## config.mk

```make
export PLATFORM = sky130hd
export DESIGN_NAME = ps2_mouse_packet_rx_flat
export DESIGN_NICKNAME = d
export VERILOG_FILES = /design/src/rtl/ps2_mouse_packet_rx_if.sv /design/src/rtl/ps2_mouse_packet_rx.sv /design/src/flat_wrapper.sv
export SDC_FILE = /design/constraint.sdc
export NUM_CORES = 1
export LEC_CHECK = 0
export ABC_AREA = 1
export CORE_MARGIN = 2
export CORE_UTILIZATION = 54
export CTS_BUF_LIST = sky130_fd_sc_hd__clkbuf_2
export CTS_CLUSTER_DIAMETER = 120
export DETAILED_ROUTE_END_ITERATION = 8
export GPL_TIMING_DRIVEN = 0
export HOLD_SLACK_MARGIN = 0.06
export PLACE_DENSITY_LB_ADDON = 0.2
export SLEW_MARGIN = 20
export SYNTH_ARGS = -nofsm -noshare
export SYNTH_HDL_FRONTEND = slang
export SYNTH_SLANG_ARGS = --single-unit
export TNS_END_PERCENT = 30
```

## constraint.sdc

```tcl
create_clock -name clk -period 1.67 [get_ports clk]
set_input_delay 0.167 -clock clk [delete_from_list [all_inputs] [get_ports clk]]
set_output_delay 0.167 -clock clk [all_outputs]
set_load 0.01 [all_outputs]
```

## src/rtl/ps2_mouse_packet_rx_if.sv

```systemverilog
// Raw PS/2 lines plus the decoded mouse packet outputs of ps2_mouse_packet_rx.
// The master modport is the receiver; the slave modport is the mouse/consumer side.
interface ps2_mouse_packet_rx_if;
    logic       ps2_clk;
    logic       ps2_data;
    logic       btn_left;
    logic       btn_right;
    logic       btn_middle;
    logic [8:0] x_delta;
    logic [8:0] y_delta;
    logic       x_ovf;
    logic       y_ovf;
    logic       packet_valid;
    logic       frame_err;
    logic       sync_err;
    logic       rx_busy;

    modport master (
        input  ps2_clk, ps2_data,
        output btn_left, btn_right, btn_middle, x_delta, y_delta,
               x_ovf, y_ovf, packet_valid, frame_err, sync_err, rx_busy
    );

    modport slave (
        output ps2_clk, ps2_data,
        input  btn_left, btn_right, btn_middle, x_delta, y_delta,
               x_ovf, y_ovf, packet_valid, frame_err, sync_err, rx_busy
    );
endinterface

```

## src/rtl/ps2_mouse_packet_rx.sv

```systemverilog
// Receive-only PS/2 mouse front end: filters the device clock, deframes 11-bit
// frames and assembles 3-byte standard mouse packets into held output registers.
module ps2_mouse_packet_rx #(
    parameter int CLK_FILTER_LEN = 8,
    parameter int TIMEOUT_CYCLES = 100000
) (
    input  logic                  clk,
    input  logic                  rst,
    ps2_mouse_packet_rx_if.master bus
);
    localparam int TW = (TIMEOUT_CYCLES > 1) ? $clog2(TIMEOUT_CYCLES) : 1;
    localparam logic [TW-1:0] T_MAX = TW'(TIMEOUT_CYCLES - 1);

    typedef enum logic [1:0] {IDLE, DATA, PARITY, STOP} frame_state_t;

    frame_state_t              state, state_nxt;
    logic                      ps2_clk_meta, ps2_clk_sync;
    logic                      ps2_data_meta, ps2_data_sync;
    logic [CLK_FILTER_LEN-1:0] clk_shift;
    logic                      clk_filt;
    logic                      fall_tick;
    logic [2:0]                bit_cnt, bit_cnt_nxt;
    logic [7:0]                sh, sh_nxt;
    logic                      parity_bit, parity_nxt;
    logic [1:0]                byte_idx;
    logic [7:0]                byte0, byte1;
    logic [TW-1:0]             tcnt;
    logic                      byte_done, stop_bad, timeout_hit, busy;

    // The filtered clock only moves once the whole shift window agrees.
    always_ff @(posedge clk) begin
        if (rst) begin
            ps2_clk_meta  <= 1'b1;
            ps2_clk_sync  <= 1'b1;
            ps2_data_meta <= 1'b1;
            ps2_data_sync <= 1'b1;
            clk_shift     <= '1;
            clk_filt      <= 1'b1;
        end else begin
            ps2_clk_meta  <= bus.ps2_clk;
            ps2_clk_sync  <= ps2_clk_meta;
            ps2_data_meta <= bus.ps2_data;
            ps2_data_sync <= ps2_data_meta;
            clk_shift     <= {clk_shift[CLK_FILTER_LEN-2:0], ps2_clk_sync};
            if (&clk_shift)
                clk_filt <= 1'b1;
            else if (~|clk_shift)
                clk_filt <= 1'b0;
        end
    end

    assign fall_tick   = clk_filt && (clk_shift == '0);
    assign busy        = (state != IDLE) || (byte_idx != 2'd0);
    assign timeout_hit = busy && !fall_tick && (tcnt == T_MAX);
    assign bus.rx_busy = busy;

    always_ff @(posedge clk) begin
        if (rst) begin
            state      <= IDLE;
            bit_cnt    <= 3'd0;
            sh         <= 8'd0;
            parity_bit <= 1'b0;
        end else begin
            state      <= state_nxt;
            bit_cnt    <= bit_cnt_nxt;
            sh         <= sh_nxt;
            parity_bit <= parity_nxt;
        end
    end

    always_comb begin
        state_nxt   = state;
        bit_cnt_nxt = bit_cnt;
        sh_nxt      = sh;
        parity_nxt  = parity_bit;
        byte_done   = 1'b0;
        stop_bad    = 1'b0;
        if (fall_tick) begin
            case (state)
                IDLE: begin
                    if (!ps2_data_sync) begin
                        state_nxt   = DATA;
                        bit_cnt_nxt = 3'd0;
                    end
                end
                DATA: begin
                    sh_nxt      = {ps2_data_sync, sh[7:1]};
                    bit_cnt_nxt = bit_cnt + 3'd1;
                    if (bit_cnt == 3'd7)
                        state_nxt = PARITY;
                end
                PARITY: begin
                    parity_nxt = ps2_data_sync;
                    state_nxt  = STOP;
                end
                STOP: begin
                    state_nxt = IDLE;
                    if (ps2_data_sync && (^{sh, parity_bit}))
                        byte_done = 1'b1;
                    else
                        stop_bad = 1'b1;
                end
                default: state_nxt = IDLE;
            endcase
        end else if (timeout_hit) begin
            state_nxt = IDLE;
        end
    end

    // Any clock edge restarts the idle window; it only runs while a frame or packet is open.
    always_ff @(posedge clk) begin
        if (rst)
            tcnt <= '0;
        else if (fall_tick || !busy || timeout_hit)
            tcnt <= '0;
        else if (tcnt != T_MAX)
            tcnt <= tcnt + TW'(1);
    end

    always_ff @(posedge clk) begin
        if (rst) begin
            byte_idx         <= 2'd0;
            byte0            <= 8'd0;
            byte1            <= 8'd0;
            bus.btn_left     <= 1'b0;
            bus.btn_right    <= 1'b0;
            bus.btn_middle   <= 1'b0;
            bus.x_delta      <= 9'd0;
            bus.y_delta      <= 9'd0;
            bus.x_ovf        <= 1'b0;
            bus.y_ovf        <= 1'b0;
            bus.packet_valid <= 1'b0;
            bus.frame_err    <= 1'b0;
            bus.sync_err     <= 1'b0;
        end else begin
            bus.packet_valid <= 1'b0;
            bus.frame_err    <= 1'b0;
            bus.sync_err     <= 1'b0;
            if (stop_bad || timeout_hit) begin
                bus.frame_err <= 1'b1;
                byte_idx      <= 2'd0;
            end else if (byte_done) begin
                case (byte_idx)
                    2'd0: begin
                        // Bit 3 of the status byte is always set; anything else means we are misaligned.
                        if (sh[3]) begin
                            byte0    <= sh;
                            byte_idx <= 2'd1;
                        end else begin
                            bus.sync_err <= 1'b1;
                        end
                    end
                    2'd1: begin
                        byte1    <= sh;
                        byte_idx <= 2'd2;
                    end
                    default: begin
                        byte_idx         <= 2'd0;
                        bus.btn_left     <= byte0[0];
                        bus.btn_right    <= byte0[1];
                        bus.btn_middle   <= byte0[2];
                        bus.x_delta      <= {byte0[4], byte1};
                        bus.y_delta      <= {byte0[5], sh};
                        bus.x_ovf        <= byte0[6];
                        bus.y_ovf        <= byte0[7];
                        bus.packet_valid <= 1'b1;
                    end
                endcase
            end
        end
    end
endmodule

```

## src/flat_wrapper.sv

```systemverilog
// flat-port wrapper written by rule: the top's interface ports become plain ports
module ps2_mouse_packet_rx_flat 
#(
    parameter int CLK_FILTER_LEN = 8,
    parameter int TIMEOUT_CYCLES = 100000
)
  (clk, rst, bus_ps2_clk, bus_ps2_data, bus_btn_left, bus_btn_right, bus_btn_middle, bus_x_delta, bus_y_delta, bus_x_ovf, bus_y_ovf, bus_packet_valid, bus_frame_err, bus_sync_err, bus_rx_busy);
  ps2_mouse_packet_rx_if bus_i ();
  input  logic clk;
  input  logic rst;
  input wire logic [$bits(bus_i.ps2_clk)-1:0] bus_ps2_clk;
  input wire logic [$bits(bus_i.ps2_data)-1:0] bus_ps2_data;
  output wire logic [$bits(bus_i.btn_left)-1:0] bus_btn_left;
  output wire logic [$bits(bus_i.btn_right)-1:0] bus_btn_right;
  output wire logic [$bits(bus_i.btn_middle)-1:0] bus_btn_middle;
  output wire logic [$bits(bus_i.x_delta)-1:0] bus_x_delta;
  output wire logic [$bits(bus_i.y_delta)-1:0] bus_y_delta;
  output wire logic [$bits(bus_i.x_ovf)-1:0] bus_x_ovf;
  output wire logic [$bits(bus_i.y_ovf)-1:0] bus_y_ovf;
  output wire logic [$bits(bus_i.packet_valid)-1:0] bus_packet_valid;
  output wire logic [$bits(bus_i.frame_err)-1:0] bus_frame_err;
  output wire logic [$bits(bus_i.sync_err)-1:0] bus_sync_err;
  output wire logic [$bits(bus_i.rx_busy)-1:0] bus_rx_busy;
  assign bus_i.ps2_clk = bus_ps2_clk;
  assign bus_i.ps2_data = bus_ps2_data;
  assign bus_btn_left = bus_i.btn_left;
  assign bus_btn_right = bus_i.btn_right;
  assign bus_btn_middle = bus_i.btn_middle;
  assign bus_x_delta = bus_i.x_delta;
  assign bus_y_delta = bus_i.y_delta;
  assign bus_x_ovf = bus_i.x_ovf;
  assign bus_y_ovf = bus_i.y_ovf;
  assign bus_packet_valid = bus_i.packet_valid;
  assign bus_frame_err = bus_i.frame_err;
  assign bus_sync_err = bus_i.sync_err;
  assign bus_rx_busy = bus_i.rx_busy;
  ps2_mouse_packet_rx #(.CLK_FILTER_LEN(CLK_FILTER_LEN), .TIMEOUT_CYCLES(TIMEOUT_CYCLES)) u_core (.clk(clk), .rst(rst), .bus(bus_i));
endmodule
```

* After elaboration in Yosys (flattened, before gate mapping) *
Cells that the tools add are included.

operators by class
  bitwise logic cells = 4
  multiplexer cells = 18
  equality and inequality tests = 11
  div/mod/pow operators = 0
  $lt $le $gt $ge = 0
  add/sub/neg operators = 2
  reductions and logical operators = 34
  shift operators = 0
  $mul = 0

operators by type and width
  kind                                                                   count
  17-bit by 1-bit adder with 17-bit output, second input constant        1
  17-bit equality test, second input constant                            1
  17-bit inequality test, second input constant                          1
  3-bit AND reduction                                                    4
  2-bit 2-to-1 mux                                                       5
  1-bit 2-to-1 mux                                                       9
  9-bit XOR reduction                                                    1
  8-bit zero test                                                        1
  2-bit one-hot mux with 4 select lines                                  1
  8-bit AND reduction                                                    1
  2-bit nonzero test                                                     4
  2-bit OR reduction                                                     4
  8-bit OR reduction                                                     1
  3-bit inequality test, second input constant                           2
  3-bit one-hot mux with 2 select lines                                  1
  2-bit AND reduction                                                    3
  2-bit by 1-bit equality test with 1-bit output, second input constant  2
  2-bit equality test, second input constant                             2
  1-bit logical AND                                                      4
  2-bit zero test                                                        2
  1-bit logical OR                                                       4
  1-bit inverter                                                         4
  2-bit one-hot mux with 2 select lines                                  1
  4-bit AND reduction                                                    1
  other kinds (8)                                                        9

word-level totals
  output and inout port bits = 27
  bits in latches = 0
  RAM bits = 0
  register bits after elaboration = 88
  input port bits = 4
  bits in read-only memories = 0
  memories kept = 0
  logic and storage cells = 93

* Longest topological paths before layout *
Gate-level depths: netlist of run 1.

  depth after elaboration = 8
  depth in mapped cells = 15
  depth with buffers taken out = 13

* Least setup slack after synthesis of run 1 *
Ideal clock, no wire load.

  kind = register to register
  start point = register u_core.clk_shift[7]
  end point = register u_core.bus.y_delta[4]
  setup time = 113 ps
  data arrival time = 1,518 ps
  data required time = 1,557 ps
  period minus slack after synthesis = 1,631 ps
  buffers on the path = 2
  slack = 39 ps
  cell stages (with the launch flop) = 11
  path through = dfxtp_1 -> nor2_1 -> nand3_1 -> nor2_1 -> nand2_1 -> nor2_1 -> nand3_2 -> buf_6 -> buf_4 -> nor2_1 -> nor2_1

on the way
  cells in the longest elaborated chain, start to end = 8
  elaborated cells on any way between the ends = 10
  those cells by class = mux: 2; bitwise: 1; reduce/logical: 7

ends and longest elaborated chain
  element                                 line                          text
  start: declaration                      ps2_mouse_packet_rx.sv:19     logic [CLK_FILTER_LEN-1:0] clk_shift;
  start signal: assignment                ps2_mouse_packet_rx.sv:44     clk_shift <= {clk_shift[CLK_FILTER_LEN-2:0], ps2_clk_sync};
  8-bit zero test *                       ps2_mouse_packet_rx.sv:52     assign fall_tick = clk_filt && (clk_shift == '0);
  1-bit logical AND *                     ps2_mouse_packet_rx.sv:52
  1-bit zero test                         ps2_mouse_packet_rx.sv:54     assign timeout_hit = busy && !fall_tick && (tcnt == T_MAX);
  1-bit logical AND (2 in series)         ps2_mouse_packet_rx.sv:54
  1-bit logical OR                        ps2_mouse_packet_rx.sv:139    if (stop_bad || timeout_hit) begin
  1-bit inverter (no source line)         n/a
  3-bit AND reduction (no source line) *  n/a
  end signal: assignment                  ps2_mouse_packet_rx.sv:163    bus.y_delta <= {byte0[5], sh};
  end: declaration                        ps2_mouse_packet_rx_if.sv:20  output btn_left, btn_right, btn_middle, x_delta, y_delta,

Every way passes the cells marked *; elsewhere a longest branch is shown, timed or not.
A chain may end at the register's enable or synchronous reset.

* Final worst setup path of run 1 *
  start point = register u_core.sh[3]
  end point = register u_core.bus.y_delta[5]

on the way
  cells in the longest elaborated chain, start to end = 8
  elaborated cells on any way between the ends = 11
  those cells by class = mux: 6; bitwise: 1; reduce/logical: 4

ends and longest elaborated chain
  element                                 line                        text
  start: declaration                      ps2_mouse_packet_rx.sv:23   logic [7:0] sh, sh_nxt;
  start signal: assignment                ps2_mouse_packet_rx.sv:66   sh <= sh_nxt;
  9-bit XOR reduction *                   ps2_mouse_packet_rx.sv:98   if (ps2_data_sync && (^{sh, parity_bit}))
  1-bit logical AND *                     ps2_mouse_packet_rx.sv:98
  1-bit 2-to-1 mux                        ps2_mouse_packet_rx.sv:98
  1-bit 2-to-1 mux                        ps2_mouse_packet_rx.sv:79   case (state)
  1-bit 2-to-1 mux                        ps2_mouse_packet_rx.sv:78   if (fall_tick) begin
  1-bit logical OR                        ps2_mouse_packet_rx.sv:139
  1-bit inverter (no source line)         n/a
  3-bit AND reduction (no source line) *  n/a

Marked as above.

==> flow_metrics.py, run 1 <==
metrics = {
    "logic_synthesis": {
        "syn_area_um2": 3686,
        "synth.distinct_cells": 27,
        "syn_nets": 536,
        "syn_area_per_cell_um2": 7.034,
        "ys_warn_count": 0,
        "synth_seq_cells": 87,
        "seq_area_frac_synth_pct": 47.25,
        "synthesis.instances": 524,
    },
    "cells_and_area": {
        "drive_above_1_share_pct": 26.85,
        "multiInputGateArea_um2": 1808,
        "fin_nets": 604,
        "instances_no_fill": 676,
        "layout_commonest_cell": "nand2_1",
        "fillCellCount": 518,
        "area_delta_synth_final_pct": 30.79,
        "final_cell_mix": "114 x nand2_1, 86 x nor2_1, 69 x inv_1",
        "diodes": 0,
        "fin_util_pct": 72.15,
        "seq_area_um2": 1803,
    },
    "detailed_routing": {
        "firstDrtPassIters": 4,
        "drtIter0Drc": 190,
        "dr_total_vias": 3347,
        "routed_via_density": 4.951,
        "remaining_drc_errors": 0,
        "routed_wl_mm": 8.267,
        "drtAntennaViolNets": 0,
        "wl_per_cell_um": 12.23,
    },
    "sta": {
        "finClkSkew_ns": 0.02225,
        "slew_violations": 0,
        "finalSetupViolCount": 40,
        "fmax_mhz": 557.9,
        "tightestPinTransition_ns": 0.5424,
        "rsz0062_at_grt": "yes",
        "worst_slack_ns": -0.1224,
        "fin_crit_sh_pct": 107.3,
        "hold_viol_final": 0,
        "relSlewSlack_pct": 63.84,
        "period_minus_slack_ns": 1.792,
    },
    "placed_design": {
        "place_ws_ns": -0.3352,
        "post-place-cells": 634,
        "gp_congestion": 0.8068,
        "io_buffers": 30,
        "dp_hpwl_mm": 5.099,
    },
    "floorplanning": {
        "ios": 31,
        "core-area_um2": 6681,
        "die_width_um": 86.62,
        "die_h_um": 86.62,
        "dieArea_um2": 7503,
        "initial_utilization_pct": 55.17,
        "placementRows": 30,
    },
    "global_routing": {
        "grt.overflow.total": 0,
        "grt_max_degree": 17,
        "grt.total_usage_pct": 21.71,
        "grt_pass1_wl_mm": 12.78,
        "grt_pass1_vias": 2995,
        "antenna_found_initial": 0,
    },
    "power_and_ir_drop": {
        "p_per_area_nw_per_um2": 716.2,
        "irDropWorstVdd_uv": 636.2,
        "internal_power_mw": 2.725,
        "p_clk_share_pct": 38.3,
        "leakagePower_nw": 2.593,
        "swShare_pct": 21.08,
        "seqPwrFrac_pct": 60.2,
        "combPwrFrac_pct": 1.5,
        "finalPower_mw": 3.453,
        "p_sw_mw": 0.7277,
    },
    "setup_path": {
        "regToRegStartpoint": "u_core.sh[3]",
        "rrSetupSlack_ns": -0.12,
        "cp.arrival_ns": 2.29,
        "critPathCaptureType": "flip-flop",
        "worstPathRequired_ns": 2.17,
        "criticalPathCategory": "reg -> reg",
        "worst-path-max-fanout": 5,
        "start_kind": "flip-flop",
        "reg2reg_depth": 15,
        "r2r_end": "u_core.bus.y_delta[5]",
    },
    "clock_network": {
        "cts.path.max_buffers": 2,
        "clk_pin_slew_ns": 0.22,
        "htree_levels": 3,
        "cts_inserted_buffers": 9,
        "cts-root-buf": "clkbuf_2",
        "cts.sinks": 87,
        "clk_latency_ns": 0.55,
        "cts_hold_buf": 0,
        "tritoncts": "yes",
    },
    "worst_hold_path": {
        "hold_start": "bus_ps2_clk",
        "min_path_cells": 2,
        "min_path_type": "in -> reg",
        "hold_end": "u_core.ps2_clk_meta",
    },
    "job": {
        "cap_violations": 0,
    },
    "run_status": {
        "violations": "negative setup slack",
        "status": "finished with violations",
    },
}
[worst max path at each step]
stage	cells after the start	startpoint	endpoint	slack, ns
finish	15	u_core.sh[3]	u_core.bus.y_delta[5]	-0.12
global route	14	u_core.sh[0]	u_core.bus.x_delta[1]	-0.23
CTS	15	u_core.sh[3]	u_core.bus.y_delta[5]	-0.07
detailed placement	10	u_core.clk_shift[7]	u_core.byte0[6]	-0.34
global placement	9	u_core.clk_shift[7]	u_core.byte0[2]	-0.32
floorplan	10	u_core.clk_shift[7]	u_core.bus.y_delta[4]	0.04
[cells in the mapped netlist]
cell type  instances  share of area [%]
nor2_4             1               0.31
a21oi_1           26                3.5
nor3b_1            2               0.41
or2_2              8                1.4
nor4_1             1               0.17
xor2_1             4               0.95
mux2_2             1               0.31
nor2_1           105                 11
nand3_1           16                2.2
dfxtp_1           87                 47
clkbuf_1           9               0.92
nand3b_1           2               0.41
o21a_1             1               0.20
nand3_2            2               0.54
xnor2_1            1               0.24
inv_1             75                7.6
nor3_1             8                1.1
buf_6              2               0.61
o211ai_1           1               0.20
nand4_1            8                1.4
inv_2              1               0.10
o21ai_0           14                1.9
nand4_2            1               0.34
nand2_1          134                 14
buf_4              2               0.41
buf_2              4               0.54
ha_1               8                2.7
[area by class of cell]
| cell class | instances | share of cell area (%) |
|---|---|---|
| multi-input cells | 345 | 37.50 |
| flip-flops and latches | 87 | 37.40 |
| repair buffers | 57 | 11.52 |
| inverters | 76 | 5.969 |
| plain buffers | 16 | 2.466 |
| well taps | 80 | 2.076 |
| clock inverters | 5 | 2.024 |
| clock buffers | 10 | 1.038 |
[power groups by stage]
stage	combinational, mW	sequential (mW)	clock (mW)
2_1_floorplan	0.0304	2.13	0
3_3_place_gp	0.0498	2.13	0
3_5_place_dp	0.0511	2.13	0
4_1_cts	0.0514	2.08	1.34
5_1_grt	0.0573	2.08	1.44
6_report	0.0516	2.08	1.32
[state kept, by name, indices dropped and copies added, names as in the netlist, 2 cells and up]
| register | cells |
|---|---|
| u_core.state | 2 |
| u_core.bit_cnt | 3 |
| u_core.byte1 | 8 |
| u_core.clk_shift | 8 |
| u_core.byte_idx | 2 |
| u_core.tcnt | 17 |
| u_core.byte0 | 7 |
| u_core.bus.y_delta | 9 |
| u_core.bus.x_delta | 9 |
| u_core.sh | 8 |
[worst max-delay path, cell delays in order (launching register included)]
cell	delay, ns
dfxtp_2	0.37
buf_6	0.11
inv_4	0.04
nand2_1	0.06
nand2_1	0.08
nand3_2	0.08
nand2_2	0.07
nand3_2	0.08
nand2_2	0.06
nor2_4	0.17
nand3_4	0.12
buf_8	0.17
buf_6	0.13
nand2_2	0.04
nand2_1	0.05
nor2_1	0.12
[through the flow]
stage,TNS (ns),hold WS [ns],cell area (um^2)
finish,-2.372,0.1687,4821
global route,-8.020,0.1371,4821
CTS,-1.466,0.1577,4477
detailed placement,-11.83,0.3968,4086
global placement,-11.13,0.3923,4086
floorplan,0,0.2708,3686
[timing repair]
action                                 in CTS  in global routing
resized for setup                          56                 97
cloned                                      2                  1
pin swaps                                  10                 21
setup endpoints to repair                  57                 91
buffers inserted                           14                 11
endpoints found under the hold margin       0                  0
[metal layers]
layer  track usage (%)  vias up  share of wire, %
li1                  -     1734                 -
met1             25.55     1514                42
met2             37.83       78                50
met3             4.000       21               4.9
met4             10.65        0               2.9
met5                 0        -                 0
[cells by family (layout without fill, tap and decap cells)]
family                   after synthesis  in the layout  share of synthesized area (%)
AND/OR/NAND/NOR                      288            289                          32.48
AO/OA/AOI/OAI                         42             42                          5.839
adder cells (fa/ha/maj)                8              8                          2.716
flip-flops                            87             87                          47.25
XOR/XNOR                               5              5                          1.188
buffers and inverters                 93            164                          10.22
multiplexers                           1              1                         0.3055
Power figures use the tool's default switching activity.
==> run 2, diff against run 1 <==
Settings changed: CORE_UTILIZATION 54 to 64, REMOVE_ABC_BUFFERS set to 1.
Clock period 1.67 ns to 2.21 ns, I/O delays scaled along.
==> run 2 against run 1 <==
  * The run now ends clean
  * Core utilization is 2.8 points higher
  * Wire length is 20% lower
  * First-iteration DRC count is 28% lower
  * Clock skew hardly changed
  * Via count is 7.5% lower
  * Clock power is 51% lower
  * Critical path depth is 12 lower
  * Setup slack better by 0.23 ns
  * Global-route usage is 0.79 points higher
  * Non-clock buffer count is 42 lower
  * Combinational power is 23% lower
  * Critical endpoint is now bus_rx_busy
  * Highest routed layer unchanged
==> flow_metrics.py, run 2 (synthesized netlist as in run 1, its figures left out) <==
metrics = {
    "run_status": {
        "status": "completed",
    },
    "cells_and_area": {
        "instances_no_fill": 627,
        "top_regs": "u_core.tcnt x17, u_core.bus.x_delta x9, u_core.bus.y_delta x9",
        "layout_commonest_cell": "nand2_1",
        "area_delta_synth_final_pct": 12.73,
        "fin_nets": 562,
        "largest_reg_flops": 17,
        "fillCellCount": 466,
        "final_cell_area_um2": 4155,
        "diodes": 0,
        "drive_above_1_share_pct": 6.847,
        "regMostFlops": "u_core.tcnt",
        "fin_util_pct": 75.00,
        "final_cell_mix": "134 x nand2_1, 104 x nor2_1, 84 x dfxtp_1",
    },
    "placed_design": {
        "io_buffers": 30,
        "placed_area_um2": 4013,
        "place_ws_ns": -0.4683,
        "post-place-cells": 610,
        "dp_hpwl_mm": 4.327,
        "gp_congestion": 0.8011,
    },
    "global_routing": {
        "grt_pass1_vias": 2869,
        "antenna_found_initial": 0,
        "grt_max_degree": 48,
        "grt.overflow.total": 0,
        "grt.total_usage_pct": 22.50,
        "grt_pass1_wl_mm": 11.42,
    },
    "floorplanning": {
        "initial_utilization_pct": 66.53,
        "ios": 31,
        "die_h_um": 79.89,
        "core-area_um2": 5540,
        "placementRows": 27,
        "dieArea_um2": 6382,
        "die_width_um": 79.89,
    },
    "worst_hold_path": {
        "min_path_type": "in -> reg",
    },
    "detailed_routing": {
        "routed_via_density": 4.938,
        "drtAntennaViolNets": 0,
        "remaining_drc_errors": 0,
        "dr_total_vias": 3096,
        "firstDrtPassIters": 5,
        "routed_wl_mm": 6.606,
        "drtIter0Drc": 136,
        "wl_per_cell_um": 10.54,
    },
    "clock_network": {
        "tritoncts": "yes",
        "cts_inserted_buffers": 9,
        "cts.sinks": 87,
        "cts-root-buf": "clkbuf_2",
        "cts.path.max_buffers": 2,
        "htree_levels": 3,
        "post_cts_buffers": 0,
        "clk_pin_slew_ns": 0.20,
        "clk_latency_ns": 0.51,
    },
    "sta": {
        "finalSetupViolCount": 0,
        "hold_viol_final": 0,
        "worst_slack_ns": 0.1067,
        "finClkSkew_ns": 0.02210,
        "relSlewSlack_pct": 65.16,
        "period_minus_slack_ns": 2.103,
        "tightestPinTransition_ns": 0.5209,
        "rsz0062_at_grt": "yes",
        "fin_crit_sh_pct": 95.17,
        "fmax_mhz": 475.4,
        "slew_violations": 0,
    },
    "setup_path": {
        "cp.arrival_ns": 1.88,
        "worst-path-max-fanout": 5,
        "start_kind": "flip-flop",
        "criticalPathCategory": "reg -> out",
        "critPathCaptureType": "primary output",
        "worstPathRequired_ns": 1.99,
    },
    "power_and_ir_drop": {
        "seqPwrFrac_pct": 69.5,
        "combPwrFrac_pct": 1.7,
        "p_clk_share_pct": 28.8,
        "irDropWorstVdd_uv": 414.7,
        "p_per_area_nw_per_um2": 546.6,
        "leakagePower_nw": 2.001,
        "p_sw_mw": 0.5233,
        "swShare_pct": 23.04,
        "internal_power_mw": 1.748,
    },
    "job": {
        "cap_violations": 0,
    },
}
==> run 2: changes by cell type in the layout (fill, tap and decap cells not counted), sizes merged <==
cell / change
clkdlybuf4s50: +19
dlymetal6s2s: -18
bufinv: -3
clkbuf: -5
clkinvlp: +1
buf: -36
clkinv: +1
==> run 2: through the flow <==
stage	TNS [ns]	power (mW)	hold WS [ns]
detailed placement	-9.881	1.649	0.3942
global route	-0.04112	2.365	0.2487
floorplan	0	1.627	0.2901
finish	0	2.271	0.2761
CTS	0	2.294	0.2343
global placement	-36.37	1.642	0.3908
==> run 2: worst paths after layout <==
check | depth (start not counted) | slack, ns | to | from
setup / recovery | 3 | 0.11 | bus_rx_busy | u_core.byte_idx[1]
setup reg to reg | 9 | 0.27 | u_core.bus.btn_right | u_core.sh[2]
hold reg to reg | 1 | 0.43 | u_core.clk_shift[0] | u_core.ps2_clk_sync
hold / removal | 2 | 0.28 | u_core.ps2_data_meta | bus_ps2_data
==> run 2: critical path: stages, from the launching register on <==
cell,delay [ns]
dfxtp_1,0.44
nor2_1,0.30
nand2_1,0.15
clkdlybuf4s50_1,0.50
==> run 2: cell type report <==
| type | count | area (um^2) | share of cell area, % |
|---|---|---|---|
| Clock buffer | 12 | 60.06 | 1.445 |
| Multi-Input combinational cell | 345 | 1622 | 39.02 |
| Timing Repair Buffer | 31 | 327.8 | 7.889 |
| Tap cell | 72 | 90.09 | 2.168 |
| Inverter | 76 | 287.8 | 6.926 |
| Clock inverter | 4 | 22.52 | 0.5420 |
| Sequential cell | 87 | 1745 | 42.01 |
==> run 2: repair_timing <==
action	4_1_cts	5_1_grt
gates cloned	0	1
pin swaps	0	1
endpoints found under the setup margin	24	44
gates resized for setup	1	11
hold buffers	0	0
==> run 2: power groups by stage <==
stage	combinational, mW	clock [mW]	sequential [mW]
after CTS	0.0393	0.676	1.58
after global placement	0.0323	0	1.61
after detailed placement	0.0394	0	1.61
after floorplan	0.0180	0	1.61
after global routing	0.0439	0.740	1.58
final	0.0395	0.653	1.58
==> run 2: per-layer routing <==
metal	vias to the layer above	global-route usage (%)	share of wire [%]
met3	10	4.638	4.4
met1	1377	27.52	47
met2	60	36.83	47
li1	1649	-	-
met4	0	12.54	1.8
met5	-	0	0
==> run 3, diff against run 2 <==
Settings changed: CORE_UTILIZATION 64 to 65, DONT_BUFFER_PORTS set to 1.
==> run 3 against run 2 <==
  * Register-to-register slack got worse by 0.03 ns
  * Combinational power down 8.4%
  * Non-clock buffer count fell by 27
  * Via count is 4.0% lower
  * Final area shrank 7.2%
  * Sequential cell count unchanged
  * Global-route usage rose by 0.58 points
  * Setup slack better by 0.13 ns
  * Clock skew fell by 0.00099 ns
  * Core utilization fell by 5.0 points
  * Final cell count shrank 4.5%
  * Maximum frequency grew 6.8%
  * Largest cell class unchanged
  * Highest routed layer unchanged
==> flow_metrics.py, run 3 (synthesized netlist as in run 1, its figures left out) <==
metrics = {
    "detailed_routing": {
        "routed_wl_mm": 6.536,
        "drtIter0Drc": 150,
        "firstDrtPassIters": 4,
        "drtAntennaViolNets": 0,
        "remaining_drc_errors": 0,
        "dr_total_vias": 2972,
        "wl_per_cell_um": 10.91,
        "routed_via_density": 4.962,
    },
    "power_and_ir_drop": {
        "p_per_area_nw_per_um2": 586.2,
        "irDropWorstVdd_uv": 316.1,
        "leakagePower_nw": 1.903,
    },
    "floorplanning": {
        "die_width_um": 79.31,
        "ios": 31,
        "die_h_um": 79.31,
        "core-area_um2": 5507,
        "initial_utilization_pct": 66.94,
        "placementRows": 27,
        "dieArea_um2": 6289,
    },
    "cells_and_area": {
        "fin_nets": 535,
        "area_delta_synth_final_pct": 4.616,
        "top_regs": "u_core.tcnt x17, u_core.bus.x_delta x9, u_core.bus.y_delta x9",
        "drive_above_1_share_pct": 6.452,
        "layout_commonest_cell": "nand2_1",
        "regMostFlops": "u_core.tcnt",
        "diodes": 0,
        "largest_reg_flops": 17,
        "final_cell_mix": "134 x nand2_1, 104 x nor2_1, 86 x dfxtp_1",
        "fin_util_pct": 70.03,
    },
    "clock_network": {
        "cts.sinks": 87,
        "htree_levels": 3,
        "cts.path.max_buffers": 2,
        "tritoncts": "yes",
        "clk_latency_ns": 0.54,
        "cts-root-buf": "clkbuf_2",
        "clk_pin_slew_ns": 0.21,
        "cts_inserted_buffers": 9,
    },
    "sta": {
        "fin_hold_ws_ns": 0.3133,
        "finClkSkew_ns": 0.02111,
        "relSlewSlack_pct": 66.14,
        "finalSetupViolCount": 0,
        "slew_violations": 0,
        "rsz0062_at_grt": "yes",
        "hold_viol_final": 0,
        "fmax_mhz": 507.9,
        "tightestPinTransition_ns": 0.5062,
        "period_minus_slack_ns": 1.969,
        "fin_crit_sh_pct": 89.09,
    },
    "placed_design": {
        "io_buffers": 0,
        "dp_hpwl_mm": 4.076,
        "gp_congestion": 0.8007,
    },
    "global_routing": {
        "grt.overflow.total": 0,
        "grt_max_degree": 48,
        "antenna_found_initial": 0,
        "grt.total_usage_pct": 23.08,
        "grt_pass1_wl_mm": 11.56,
        "grt_pass1_vias": 2813,
    },
    "setup_path": {
        "start_kind": "flip-flop",
        "worst-path-max-fanout": 16,
        "criticalPathCategory": "reg -> reg",
        "critPathCaptureType": "flip-flop",
        "worstPathRequired_ns": 2.70,
        "cp.arrival_ns": 2.46,
    },
    "job": {
        "cap_violations": 0,
    },
    "worst_hold_path": {
        "min_path_type": "in -> reg",
    },
    "run_status": {
        "status": "completed",
    },
}
run 3: cell types whose count changed in the layout (fill, tap and decap cells not counted), moves of 2 or more:
| cell | before | now |
|---|---|---|
| dfxtp_1 | 84 | 86 |
| clkdlybuf4s50_1 | 30 | 0 |
| clkinv_2 | 3 | 1 |
| dfxtp_2 | 3 | 1 |
| dlygate4sd3_1 | 0 | 3 |
run 3: critical path: stages, from the launching register on:
cell     delay [ns]
dfxtp_1        0.50
xor2_1         0.23
nand3_1        0.12
nand3_1        0.09
nand2_1        0.09
nor2_4         0.25
nand3_2        0.34
nand2_1        0.15
nand2_1        0.06
nor2_1         0.09
run 3: final cells by class:
class / instances / area [um^2]
sequential: 87 / 1743
clock inverter: 2 / 8.758
timing repair buffer: 4 / 50.05
multi-input combinational: 345 / 1614
clock buffer: 13 / 65.06
fill: 472 / 1650
tap: 72 / 90.09
inverter: 76 / 285.3
run 3: metrics by stage:
stage	worst slack [ns]	power [mW]	std cells	setup TNS, ns	cell area [um^2]
after floorplan	0.2776	1.627	507	0	3595
after CTS	0.08559	2.283	598	0	3816
after global placement	-0.5032	1.633	579	-9.388	3685
final	0.2411	2.260	599	0	3856
after detailed placement	-0.1882	1.638	580	-3.719	3705
after global routing	-0.01754	2.355	599	-0.03582	3856
run 3: power breakdown:
group / switching [mW] / internal [mW]
clock: 0.490 / 0.156
sequential: 0.00189 / 1.58
combinational: 0.0242 / 0.0119
total: 0.516 / 1.74
run 3: per-layer routing:
metal	vias up	track usage (%)	wire length, um
li1	1592	-	-
met1	1308	27.60	3061
met2	58	38.90	3001
met3	14	5.227	314
met4	0	11.55	158
met5	-	0	0
run 3: what timing repair did:
| item | 4_1_cts | 5_1_grt |
|---|---|---|
| setup endpoints to repair | 24 | 37 |
| endpoints found under the hold margin | 28 | 0 |
| hold buffers | 3 | 0 |
| setup buffers | 0 | 0 |
| gates resized for setup | 1 | 6 |
| cloned | 0 | 1 |
| pin swaps | 0 | 1 |
run 3: final timing paths:
kind                  startpoint                    to  slack [ns]  cells after the start
min                 bus_ps2_data  u_core.ps2_data_meta        0.31                      2
min reg2reg  u_core.ps2_clk_meta   u_core.ps2_clk_sync        0.43                      1
max reg2reg         u_core.sh[2]       u_core.byte1[6]        0.24                      9
max                 u_core.sh[2]       u_core.byte1[6]        0.24                      9
==> RTL change (config.mk and constraints of run 1) <==
Make the reset (`rst`) asynchronous in 4 clocked blocks.
--- a/src/rtl/ps2_mouse_packet_rx.sv
+++ b/src/rtl/ps2_mouse_packet_rx.sv
@@ -30,3 +30,3 @@
     // The filtered clock only moves once the whole shift window agrees.
-    always_ff @(posedge clk) begin
+    always_ff @(posedge clk or posedge rst) begin
         if (rst) begin
@@ -56,3 +56,3 @@
 
-    always_ff @(posedge clk) begin
+    always_ff @(posedge clk or posedge rst) begin
         if (rst) begin
@@ -110,3 +110,3 @@
     // Any clock edge restarts the idle window; it only runs while a frame or packet is open.
-    always_ff @(posedge clk) begin
+    always_ff @(posedge clk or posedge rst) begin
         if (rst)
@@ -119,3 +119,3 @@
 
-    always_ff @(posedge clk) begin
+    always_ff @(posedge clk or posedge rst) begin
         if (rst) begin
Formal check against the unedited RTL: no difference found for any inputs over 10 cycles, from zero or initial values and one cycle with rst high; that may be too few to reach the edited logic, so the function may still have changed.
==> RTL change against run 1 <==
The run still ends with negative setup slack left; worst setup slack improved by 0.034 ns; design area increased by 5.9%; power decreased by 7.7%; synthesized cell count decreased by 23%; count of clock-buffer cells in the layout decreased by 1; sequential share of layout area increased by 5.6 points; sequential cell count unchanged; wire length increased by 2.0%; area after synthesis increased by 2.1%; critical path depth decreased by 1; largest cell class is now registers.
==> RTL change: results <==
metrics = {
    "timing": {
        "hold_violations": 0,
        "fin_worst_skew_ns": 0.0164,
        "worstMarginPinSlew_ns": 0.321,
        "worst_slack_ns": -0.0881,
        "setup_viol": 31,
    },
    "synth": {
        "ys_top_cells_by_count": "nand2_1 (135), dfrtp_1 (74), inv_1 (31)",
        "yosysWarnings": 0,
        "synth_cell_type_count": 35,
        "yosys_most_used_dff": "dfrtp_1",
        "yosysSeqAreaShare_pct": 58.3,
        "syn_inst": 401,
        "netlist_top_cells_area": "dfrtp_1 (49%), nand2_1 (13%), dfstp_2 (9.1%)",
        "async_flop_share_pct": 100,
        "syn-num-nets": 412,
    },
    "clocking": {
        "htreeDepth": 3,
        "clkTransAtPathRegs_ns": 0.24,
        "worstSkewPairLatency_ns": 0.52,
        "numCtsBuffers": 9,
        "clock_path_buffers": 2,
        "cts-root-buf": "clkbuf_2",
    },
    "critical_path": {
        "cp_top_family": "simple AND/OR/NAND/NOR gates",
        "max_stage_delay_ns": 0.45,
        "crit_arrival_ns": 2.25,
        "cp_max_fo": 5,
        "critical-path-slowest-cell": "dfrtp_1",
    },
    "placed_design": {
        "place_area_um2": 4230,
        "place_congestion": 0.858,
        "hpwl_um": 4910,
        "port_buffers": 30,
        "dp_cells": 514,
    },
    "grt": {
        "grt_usage_pct": 22.1,
        "grt_util_met3_pct": 5.97,
        "met1_usage_pct": 29.9,
        "gr-usage-met2_pct": 35.1,
        "grt_pass1_wl_um": 13000,
        "grt_pass1_vias": 2801,
        "grt_max_degree": 29,
    },
    "detailed_routing": {
        "routed_wl_um": 8430,
        "wire_per_inst_um": 14.3,
        "post_drt_via_cell_ratio": 5.32,
        "first_pass_iters": 4,
        "drtIter0Drc": 149,
    },
    "run_status": {
        "violations": "negative setup slack",
        "status": "complete, but fails checks",
    },
    "power_and_ir_drop": {
        "p_leak_nw": 2.79,
        "max-vdd-ir-drop_v": 0.000476,
        "intPower_mw": 2.38,
    },
    "finish": {
        "n_antenna_cell": 0,
        "drive_above_1_share_pct": 37.2,
        "biggestRegsByFlops": "u_core.tcnt: 17 flops, u_core.bus.x_delta: 9 flops, u_core.bus.y_delta: 9 flops",
    },
    "hold_path": {
        "hp-class": "reg2reg",
    },
}
==> RTL change: changes by cell type after synthesis, sizes merged, moves of 6 or more <==
cell and delta:
o21ai +26, a21oi -18, dfxtp -87, nand2 +6, clkbuf -8, dfrtp +74
dfstp +13, or2 -8, inv -36, nor2 -75, nand3 -7
==> RTL change: layout make-up <==
class	instances	area [um^2]
repair buffers	91	875
flip-flops and latches	87	2200
clock buffers	9	45.0
fillers	466	1650
inverters	40	165
multi-input cells	267	1600
clock inverters	7	46.3
well taps	80	100
plain buffers	7	75.1
==> RTL change: cell families (layout without fill, tap and decap cells) <==
kind of cell / after synthesis / in the layout / share of synthesized area (%)
AND/OR/NAND/NOR: 202 / 202 / 24.2
buffers and inverters: 47 / 154 / 5.65
AO/OA/AOI/OAI: 54 / 54 / 8.57
flip-flops: 87 / 87 / 58.3
multiplexers: 1 / 1 / 0.299
adder cells (fa/ha/maj): 7 / 7 / 2.33
XOR/XNOR: 3 / 3 / 0.698
==> RTL change: per-layer routing <==
metal / wire length [um] / part of all wire [%]
met4: 159 / 1.9
met2: 4290 / 51
met3: 293 / 3.5
met5: 0 / 0
met1: 3690 / 44
==> RTL change: final timing paths <==
check	startpoint	endpoint	slack, ns	depth (start not counted)
worst max-delay path	u_core.sh[2]	u_core.bus.x_delta[1]	-0.09	14
worst min-delay path	u_core.ps2_data_meta	u_core.ps2_data_sync	0.37	0
worst max register to register	u_core.sh[2]	u_core.bus.x_delta[1]	-0.09	14
worst min register to register	u_core.ps2_data_meta	u_core.ps2_data_sync	0.37	0
max in group asynchronous	rst	u_core.ps2_data_sync	0.52	5
min in group asynchronous	rst	u_core.bus.x_delta[0]	0.45	3
==> RTL change: repair_timing <==
item	in CTS	in global routing
hold buffers	3	0
buffers inserted	33	21
gates resized for setup	46	84
gates cloned	1	1
hold endpoints to repair	11	0
setup endpoints to repair	71	89
pin swaps	14	26
==> RTL change: stage by stage <==
| step | hold slack, ns | setup TNS [ns] | setup WS, ns | power (mW) |
|---|---|---|---|---|
| floorplan | 0.171 | 0 | 0.0425 | 2.23 |
| global placement | 0.346 | -36.28 | -0.418 | 2.25 |
| detailed placement | 0.347 | -5.31 | -0.247 | 2.27 |
| CTS | 0.374 | -0.00854 | -0.00494 | 3.21 |
| global route | 0.384 | -7.77 | -0.217 | 3.32 |
| finish | 0.373 | -1.51 | -0.0881 | 3.19 |
==> RTL change: power by group through the flow <==
stage          Sequential (mW)  Combinational, mW  Clock [mW]
6_report                  2.16             0.0934       0.935
5_1_grt                   2.16              0.107        1.05
4_1_cts                   2.16             0.0927       0.966
3_5_place_dp              2.19             0.0773           0
3_3_place_gp              2.19             0.0580           0
2_1_floorplan             2.19             0.0387           0
